==> config.mk <==
export PLATFORM = sky130hd
export DESIGN_NAME = dbg_hex_entry
export DESIGN_NICKNAME = d
export VERILOG_FILES = /design/src/rtl/dbg_hex_entry_pkg.sv /design/src/rtl/dbg_hex_entry_debounce.sv /design/src/rtl/dbg_hex_entry.sv
export SDC_FILE = /design/constraint.sdc
export NUM_CORES = 1
export LEC_CHECK = 0
export ABC_AREA = 0
export BUFFER_PORTS_ARGS = -buffer_cell sky130_fd_sc_hd__buf_2
export CAP_MARGIN = 20
export CELL_PAD_IN_SITES_DETAIL_PLACEMENT = 0
export CELL_PAD_IN_SITES_GLOBAL_PLACEMENT = 1
export CORE_MARGIN = 4
export CORE_UTILIZATION = 37
export CTS_CLUSTER_SIZE = 16
export DETAILED_ROUTE_END_ITERATION = 16
export MAX_ROUTING_LAYER = met4
export PLACE_DENSITY = 0.72
export SLEW_MARGIN = 10
export SYNTH_ARGS = -nofsm -noshare
export SYNTH_HDL_FRONTEND = slang
export SYNTH_SLANG_ARGS = --single-unit
export TNS_END_PERCENT = 1
==> constraint.sdc <==
create_clock -name clk -period 1.7 [get_ports clk]
set_input_delay 0.17 -clock clk [delete_from_list [all_inputs] [get_ports clk]]
set_output_delay 0.17 -clock clk [all_outputs]
set_load 0.05 [all_outputs]
==> src/rtl/dbg_hex_entry_pkg.sv <==
// rtl/dbg_hex_entry_pkg.sv - shared constants and helpers for the front-panel hex entry block
//
// Contents:
//   BTN_WRITE / BTN_MOVE / BTN_COMMIT  index of each pushbutton within btn_n[2:0]
//   NUM_BTNS                           number of pushbuttons
//   DEBOUNCE_CYCLES_DEFAULT            10 ms of stable level at 50 MHz
//   nibble_msb()                       cursor index -> msb bit position of that nibble

package dbg_hex_entry_pkg;

    localparam int BTN_WRITE  = 0;
    localparam int BTN_MOVE   = 1;
    localparam int BTN_COMMIT = 2;
    localparam int NUM_BTNS   = 3;

    localparam int DEBOUNCE_CYCLES_DEFAULT = 500000;

    // Nibble 0 is the most significant nibble of the word (bits 63:60), so the
    // display reads left-to-right in the same order the operator keys it.
    function automatic logic [5:0] nibble_msb(input logic [3:0] idx);
        return 6'd63 - {idx, 2'b00};
    endfunction

endpackage

==> src/rtl/dbg_hex_entry_debounce.sv <==
// rtl/dbg_hex_entry_debounce.sv - synchroniser, debounce counter and press pulse for one button
//
// Ports:
//   clk    in   system clock
//   reset  in   synchronous active-high reset
//   btn_n  in   raw active-low button, asynchronous to clk
//   press  out  single-cycle pulse when the debounced level goes released -> pressed
//
// A clean falling edge on btn_n produces press DEBOUNCE_CYCLES+2 cycles later:
// two cycles through the synchroniser, then DEBOUNCE_CYCLES cycles of agreement
// before the stable level flips (the flip and the pulse happen on the same edge).

module dbg_debounce #(
    parameter int DEBOUNCE_CYCLES = 500000
) (
    input  logic clk,
    input  logic reset,
    input  logic btn_n,
    output logic press
);

    localparam int CW = (DEBOUNCE_CYCLES > 1) ? $clog2(DEBOUNCE_CYCLES) : 1;
    localparam logic [CW-1:0] CNT_LAST = CW'(DEBOUNCE_CYCLES - 1);

    logic          sync1_q,  sync1_d;
    logic          sync2_q,  sync2_d;
    logic          stable_q, stable_d;
    logic [CW-1:0] cnt_q,    cnt_d;
    logic          press_q,  press_d;

    always_comb begin
        sync1_d  = btn_n;
        sync2_d  = sync1_q;
        stable_d = stable_q;
        cnt_d    = cnt_q;
        press_d  = 1'b0;

        if (sync2_q == stable_q) begin
            // Level agrees with the accepted one (or a bounce returned to it):
            // any partial count is discarded.
            cnt_d = '0;
        end else if (cnt_q == CNT_LAST) begin
            stable_d = sync2_q;
            cnt_d    = '0;
            // Only the released -> pressed transition is reported.
            press_d  = ~sync2_q;
        end else begin
            cnt_d = cnt_q + CW'(1);
        end
    end

    always_ff @(posedge clk) begin
        if (reset) begin
            sync1_q  <= 1'b1;
            sync2_q  <= 1'b1;
            stable_q <= 1'b1;
            cnt_q    <= '0;
            press_q  <= 1'b0;
        end else begin
            sync1_q  <= sync1_d;
            sync2_q  <= sync2_d;
            stable_q <= stable_d;
            cnt_q    <= cnt_d;
            press_q  <= press_d;
        end
    end

    assign press = press_q;

endmodule

==> src/rtl/dbg_hex_entry.sv <==
// rtl/dbg_hex_entry.sv - front-panel 64-bit hex word entry with valid/ready commit output
//
// Ports:
//   clk        in   system clock
//   reset      in   synchronous active-high reset
//   btn_n[2:0] in   raw active-low buttons: [0]=WRITE [1]=MOVE [2]=COMMIT
//   sw[9:0]    in   [3:0]=nibble value, [8]=MOVE clears buffer, [9]=MOVE goes back
//   disp_data  out  edit buffer, to the 7-segment debug display
//   disp_page  out  cursor[3:2], the 16-bit group holding the cursor
//   cursor     out  nibble being edited, 0 = bits 63:60, 15 = bits 3:0
//   out_valid  out  committed word pending for the core
//   out_ready  in   core accepts out_data when out_valid & out_ready at posedge
//   out_data   out  committed word, stable while out_valid is high
//   overrun    out  sticky: a COMMIT arrived while the previous word was still pending

module dbg_hex_entry
    import dbg_hex_entry_pkg::*;
#(
    parameter int DEBOUNCE_CYCLES = DEBOUNCE_CYCLES_DEFAULT
) (
    input  logic        clk,
    input  logic        reset,
    input  logic [2:0]  btn_n,
    input  logic [9:0]  sw,
    output logic [63:0] disp_data,
    output logic [1:0]  disp_page,
    output logic [3:0]  cursor,
    output logic        out_valid,
    input  logic        out_ready,
    output logic [63:0] out_data,
    output logic        overrun
);

    logic [NUM_BTNS-1:0] press;

    for (genvar i = 0; i < NUM_BTNS; i++) begin : g_btn
        dbg_debounce #(
            .DEBOUNCE_CYCLES(DEBOUNCE_CYCLES)
        ) u_debounce (
            .clk   (clk),
            .reset (reset),
            .btn_n (btn_n[i]),
            .press (press[i])
        );
    end

    logic [63:0] buf_q,       buf_d;
    logic [3:0]  cursor_q,    cursor_d;
    logic        out_valid_q, out_valid_d;
    logic [63:0] out_data_q,  out_data_d;
    logic        overrun_q,   overrun_d;
    logic        accept;

    // sw[7:4] are not part of this function.
    logic unused_sw;
    assign unused_sw = &{1'b0, sw[7:4]};

    assign accept = out_valid_q & out_ready;

    always_comb begin
        buf_d       = buf_q;
        cursor_d    = cursor_q;
        out_valid_d = out_valid_q;
        out_data_d  = out_data_q;
        overrun_d   = overrun_q;

        // Edit path: WRITE has priority, a simultaneous MOVE is discarded.
        if (press[BTN_WRITE]) begin
            buf_d[nibble_msb(cursor_q) -: 4] = sw[3:0];
            cursor_d = cursor_q + 4'd1;
        end else if (press[BTN_MOVE]) begin
            if (sw[8]) begin
                buf_d    = '0;
                cursor_d = 4'd0;
            end else if (sw[9]) begin
                cursor_d = cursor_q - 4'd1;
            end else begin
                cursor_d = cursor_q + 4'd1;
            end
        end

        // Commit path reads buf_q, i.e. the word as it stood before any
        // same-cycle edit. A slot freed by acceptance on this edge can be
        // refilled on the same edge, so back-to-back commits see no bubble.
        if (press[BTN_COMMIT]) begin
            if (!out_valid_q || accept) begin
                out_data_d  = buf_q;
                out_valid_d = 1'b1;
            end else begin
                overrun_d = 1'b1;
            end
        end else if (accept) begin
            out_valid_d = 1'b0;
        end
    end

    always_ff @(posedge clk) begin
        if (reset) begin
            buf_q       <= '0;
            cursor_q    <= 4'd0;
            out_valid_q <= 1'b0;
            out_data_q  <= '0;
            overrun_q   <= 1'b0;
        end else begin
            buf_q       <= buf_d;
            cursor_q    <= cursor_d;
            out_valid_q <= out_valid_d;
            out_data_q  <= out_data_d;
            overrun_q   <= overrun_d;
        end
    end

    assign disp_data = buf_q;
    assign disp_page = cursor_q[3:2];
    assign cursor    = cursor_q;
    assign out_valid = out_valid_q;
    assign out_data  = out_data_q;
    assign overrun   = overrun_q;

endmodule

## After elaboration in Yosys (flattened, before gate mapping)

Index checks and enable logic that the tools add are counted.
W data, S select, Z words.

- Memory bits (writable): 0
- Bits of input ports: 16
- Bits in registers: 203
- Memory bits (read-only): 0
- Output and inout port bits: 136
- Memories kept: 0
- Latch bits: 0

- Shift-type cells: 2
- Add/sub/neg operators: 7
- Multiplexer cells: 11
- Equal/unequal tests: 7
- Order comparisons: 0
- $mul: 0
- Divide/modulo/power cells: 0
- Reduce and logical (&&, ||, !) cells: 18
- Bitwise gates (word level): 11

Operators with widths:

| kind | number |
|---|---|
| $mux W64 | 3 |
| $shift A4 B8 Y67 const A | 1 |
| $shiftx A4 B8 Y67 | 1 |
| $bwmux W64 | 1 |
| $add A19 B1 Y19 const B | 3 |
| $eq A19 B19 Y1 const B | 3 |
| $reduce_or A3 Y1 | 6 |
| $mux W4 | 4 |
| $reduce_and A2 Y1 | 7 |
| $not A1 Y1 | 10 |
| $neg A6 Y8 | 1 |
| $reduce_bool A2 Y1 | 3 |
| $sub A6 B6 Y6 const A | 1 |
| $add A4 B1 Y4 const B | 1 |
| $sub A4 B1 Y4 const B | 1 |
| $eq A1 B1 Y1 | 3 |
| $mux W1 | 3 |
| $ne A2 B2 Y1 const B | 1 |
| $and A1 B1 Y1 | 1 |
| $logic_not A1 Y1 | 1 |
| $logic_or A1 B1 Y1 | 1 |

## Longest topological paths before layout

- Depth in word-level cells: 5
- Gate-level depth with buffers: 8
- Mapped depth without buffers: 6

## Modules after synthesis

From an unflattened synthesis, not the netlist that was laid out.

- Cells, all modules: 908
- Area, all modules: 8087.8 sq um

Modules (own cells, without submodules):

| module | area each (sq um) | cells each | instances | seq. area each (sq um) |
|---|---|---|---|---|
| dbg_hex_entry | 5036.1 | 575 | 1 | 2682.6 |
| dbg_debounce | 1017.2 | 111 | 3 | 460.4 |

## Least setup slack after synthesis

No wires, ideal clock.

- Path kind: register -> register
- Start point: register cursor_q[0] (netlist: cursor[0])
- End point: register cursor_q[1] (netlist: cursor[1])
- Clock period less this slack: 2.146 ns
- Stages on the path, launching flop included: 8
- Path slack: -0.446 ns
- Data arrival time: 2.018 ns
- Path buffers: 1
- Data required time: 1.572 ns
- Path through: dfxtp_1 -> clkbuf_1 -> inv_1 -> ha_1 -> nor2_1 -> mux2_2 -> a222oi_1 -> nor2_1

- Cells in the longest elaborated chain, start to end: 5
- Elaborated cells between the ends (all ways): 6
- Classes of those cells: add/sub (2); mux (4)

Ends and longest elaborated chain:

| item | RTL line | text |
|---|---|---|
| start: declaration | dbg_hex_entry.sv:48 | `logic [3:0] cursor_q, cursor_d;` |
| start signal: assignment | dbg_hex_entry.sv:106 | `cursor_q <= cursor_d;` |
| $add A4 B1 Y4 / $sub A4 B1 Y4 (equally long branches) | dbg_hex_entry.sv:70, dbg_hex_entry.sv:78, dbg_hex_entry.sv:76 |  |
| $mux W4 | dbg_hex_entry.sv:75 | `end else if (sw[9]) begin` |
| $mux W4 | dbg_hex_entry.sv:72 | `if (sw[8]) begin` |
| $mux W4 | dbg_hex_entry.sv:71 | `end else if (press[BTN_MOVE]) begin` |
| $mux W4 (*) | dbg_hex_entry.sv:68 | `if (press[BTN_WRITE]) begin` |

Mark *: on every way between the ends. The rest lies on a longest branch, timed or not. The select of a mux whose other input is x is not followed.
A chain may end at the register's enable or synchronous reset.

## Worst setup path in the final report

- Start point: register g_btn[1].u_debounce.cnt_q[1]
- End point: register g_btn[1].u_debounce.cnt_q[18]

- Cells in the longest elaborated chain, start to end: 2
- Elaborated cells between the ends (all ways): 3
- Classes of those cells: add/sub (1); eq/ne (1); reduce/logical (1)

Ends and longest elaborated chain:

| item | RTL line | text |
|---|---|---|
| start: declaration | dbg_hex_entry_debounce.sv:28 | `logic [CW-1:0] cnt_q, cnt_d;` |
| start signal: assignment | dbg_hex_entry_debounce.sv:63 | `cnt_q <= cnt_d;` |
| branches (longest 2 deep; another with $add A19 B1 Y19) | n/a |  |

Parallel ways; which one is timed is not known.

==> results.md <==
- Status: completed
- Sequential Power Share: 0.479
- Fin. Hold Viols: 0
- Setup Crit Path Kind: reg -> reg
- Slew @ Worst Pin: ~0.48 ns
- DR vias: about 7200
- DRC: 0
- Std cell rows: 53
- Post-synth EDFFs: 0
- Final instance area: between 10000 and 15000 sq um
- Filler cells: 2080
- Maximum root-to-sink buffer count: 3
- Tot GR Track Use: 0.1786
- Int Power: 0.007903 W
- Final core utilization: 0.4881
- Synthesized area: 8048 sq um
- Mean area per synthesized cell: approximately 8.6 sq um
- Setup slack after placement: -0.03614 ns
- Root Driver: clkbuf_16
- Distinct cell type count after synthesis: 53
- Worst min-delay path class: in -> reg
- Post-synthesis sequential element count: between 200 and 250
- WP data required: between 2 and 2.5 ns
- Core region area: 21220 sq um
- FMAX: between 600 and 700 MHz
- Net Sw Frac: 0.2058
- Tmin final: 1.650 ns
- First-pass GRT wire length: between 30000 and 40000 um
- 1st-pass router iterations: 5
- I/O Pins: 152
- Hold WS: roughly 0.16 ns
- Max Clock Skew: roughly 0.011 ns
- Area of the multi-input gates: approximately 3800 sq um
- # clock sinks: 203
- Slew margin rel.: 0.6776
- Crit path capture type: register
- Leakage Power: between 3 and 4 nW
- Slew Limit Fails: 0
- Iter 0 DRT Violations: ~430
- Worst vdd ir: ~630 uV
- Most frequent cells in the layout: 191 x dfxtp_1, 147 x nand2_1, 146 x buf_2
- Net Sw Power: between 0.002 and 0.0025 W
- # setup viols final: 0
- Crit share post-route: 0.9708
- Largest net degree at the start of global routing: 94
- Final ANT Viol Nets: 0
- Die Footprint: approximately 24000 sq um
- Layout overhead on the synthesized area: 28.70%
- DR vias/cell: between 5 and 6
- Largest stage delay, worst path: roughly 0.56 ns
- DIE HEIGHT: ~160 um
- CTS clk-pin slew, worst paths: 0.06 ns
- Combinational power share: 0.016
- H-tree Lvls: 1
- Register area share after synthesis: 0.5050
- WL final: roughly 22000 um
- Clock share of power: 0.505
- Drt wl/cell: 15.67 um
- Cells after Synth: 938
- Async S/R FF share, synth: 0
- Unrepaired setup endpoints after global routing: yes
- Number of global-route vias before repair: approximately 6600
- Non-Filler Instances: between 1000 and 1500
- Pwr dens: around 960 nW/um^2
- Postcts setup bufs: 0
- Initial antenna violation count: 1
- Post-detail-place hpwl: 14840 um
- Placer Congestion: around 0.8
- CP startpoint kind: register
- CTS buffer count: 23
- Syn_nets: between 900 and 1000
- Register area: 4089 sq um
- Final setup margin: ~0.05 ns
- Initial Utilization: 0.3792
- CTS tree: built
- Ys Warns: 0
- Commonest non-fill, non-tap cell in the layout: dfxtp_1
- Placed standard-cell area: between 9000 and 10000 sq um
- Placed Cells: roughly 1400
- Slowest CP cell: or4_4
- Max-cap violations: 0
- Port bufs: roughly 150
- Crit Path Max Fanout: 4
- Main synth FF type: dfxtp_1
- Share of cells above drive strength 1: 0.2544
- NumNets Final: approximately 1100
- Die X: 155.5 um
- Reg2reg setup slack: about 0.050 ns
- Total grt overflow: 0
- Arrival time worst endpoint: between 2 and 2.5 ns
- CP Cell Sequence: ha_4 -> nand4_4 -> or4_4 -> or3_1 -> a21oi_1
- Latest clock arrival within the worst-skew pair: 0.50 ns
metrics by stage:
step | TNS [ns] | power, W
6_report | 0 | 0.009950
3_5_place_dp | -0.04553 | 0.005017
5_1_grt | -0.1248 | 0.01037
2_1_floorplan | -1.431 | 0.004954
4_1_cts | -0.01780 | 0.01011
3_3_place_gp | -0.0004138 | 0.005017
synthesized netlist by cell type, types with 2 or more instances:
library cell	n	area [sq um]
dfxtp_1	203	4064
nand2_1	147	551.8
nor2_1	136	510.5
a21oi_1	80	400.4
a22oi_1	49	367.9
clkbuf_1	45	168.9
xnor2_1	31	271.5
nand3_1	23	115.1
nand4_1	20	125.1
inv_1	18	67.56
a32oi_1	16	140.1
nor3_1	14	70.07
nor4_1	14	87.58
xor2_1	13	113.9
ha_1	10	125.1
or2_2	10	62.56
and2_1	9	56.30
o21ai_0	9	45.04
and3_1	8	50.05
nor4b_1	8	70.07
a31oi_1	7	43.79
and3b_1	7	61.31
nor2b_1	7	43.79
and4_1	6	52.55
or3_1	5	31.28
buf_1	4	15.01
buf_2	3	15.01
o311ai_0	3	26.28
o31ai_1	3	22.52
a211oi_1	2	15.01
and4b_1	2	20.02
buf_4	2	15.01
mux2i_1	2	20.02
nor3b_1	2	15.01
or4_1	2	15.01
layer usage:
layer	part of all wire	track usage	up-vias
met5	0	-	-
li1	-	-	3634
met3	0.057	0.03449	27
met4	0.017	0.04460	0
met2	0.45	0.2695	162
met1	0.48	0.2479	3356
logic make-up after synthesis:
family / Yosys count / synth area share
compound gates: 178 / 0.1416
xor+xnor: 44 / 0.04789
fa+ha+maj: 10 / 0.01555
buf+inv: 72 / 0.03498
flops: 203 / 0.5050
mux: 3 / 0.003887
simple gates: 428 / 0.2511
worst max-delay path: cells and delay by family (launching register included):
| family | cells | cell delay, ns |
|---|---|---|
| adder cells (fa/ha/maj) | 1 | 0.16 |
| flip-flops | 1 | 0.35 |
| AND/OR/NAND/NOR | 3 | 0.95 |
| AO/OA/AOI/OAI | 1 | 0.13 |
sequential cells by signal, summed over array words and instances, names as in the netlist:
name                       flops
disp_data                     64
out_valid                      1
out_data                      64
cursor                         4
g_btn.u_debounce.cnt_q        57
g_btn.u_debounce.stable_q      3
g_btn.u_debounce.sync2_q       3
g_btn.u_debounce.sync1_q       3
overrun                        1
g_btn.u_debounce.press         3
worst paths after layout:
kind	start	end	cells after the start
worst min-delay path	sw[9]	cursor[1]	4
worst min register to register	g_btn[0].u_debounce.sync1_q	g_btn[0].u_debounce.sync2_q	1
worst max-delay path	g_btn[1].u_debounce.cnt_q[1]	g_btn[1].u_debounce.cnt_q[18]	5
worst max register to register	g_btn[1].u_debounce.cnt_q[1]	g_btn[1].u_debounce.cnt_q[18]	5
cell type report:
| cell class | instances | area share |
|---|---|---|
| Sequential cell | 203 | 0.3948 |
| Clock inverter | 6 | 0.008456 |
| Timing Repair Buffer | 203 | 0.1196 |
| Clock buffer | 35 | 0.06668 |
| Antenna cell | 1 | 0.0002416 |
| Inverter | 18 | 0.006523 |
| Tap cell | 275 | 0.03322 |
| Multi-Input combinational cell | 663 | 0.3705 |
power groups by stage:
stage          clock, W  combinational (W)  sequential, W
2_1_floorplan         0          0.0000835        0.00487
5_1_grt         0.00544           0.000172        0.00476
6_report        0.00503           0.000159        0.00476
4_1_cts         0.00518           0.000159        0.00476
3_5_place_dp          0           0.000146        0.00487
3_3_place_gp          0           0.000147        0.00487
what timing repair did:
| item | 4_1_cts | 5_1_grt |
|---|---|---|
| setup endpoints to repair | 8 | 106 |
| hold buffers | 7 | 0 |
| pin swaps | 1 | 2 |
| gates resized for setup | 4 | 36 |
| hold endpoints to repair | 8 | 0 |
Power figures use the tool's default switching activity.
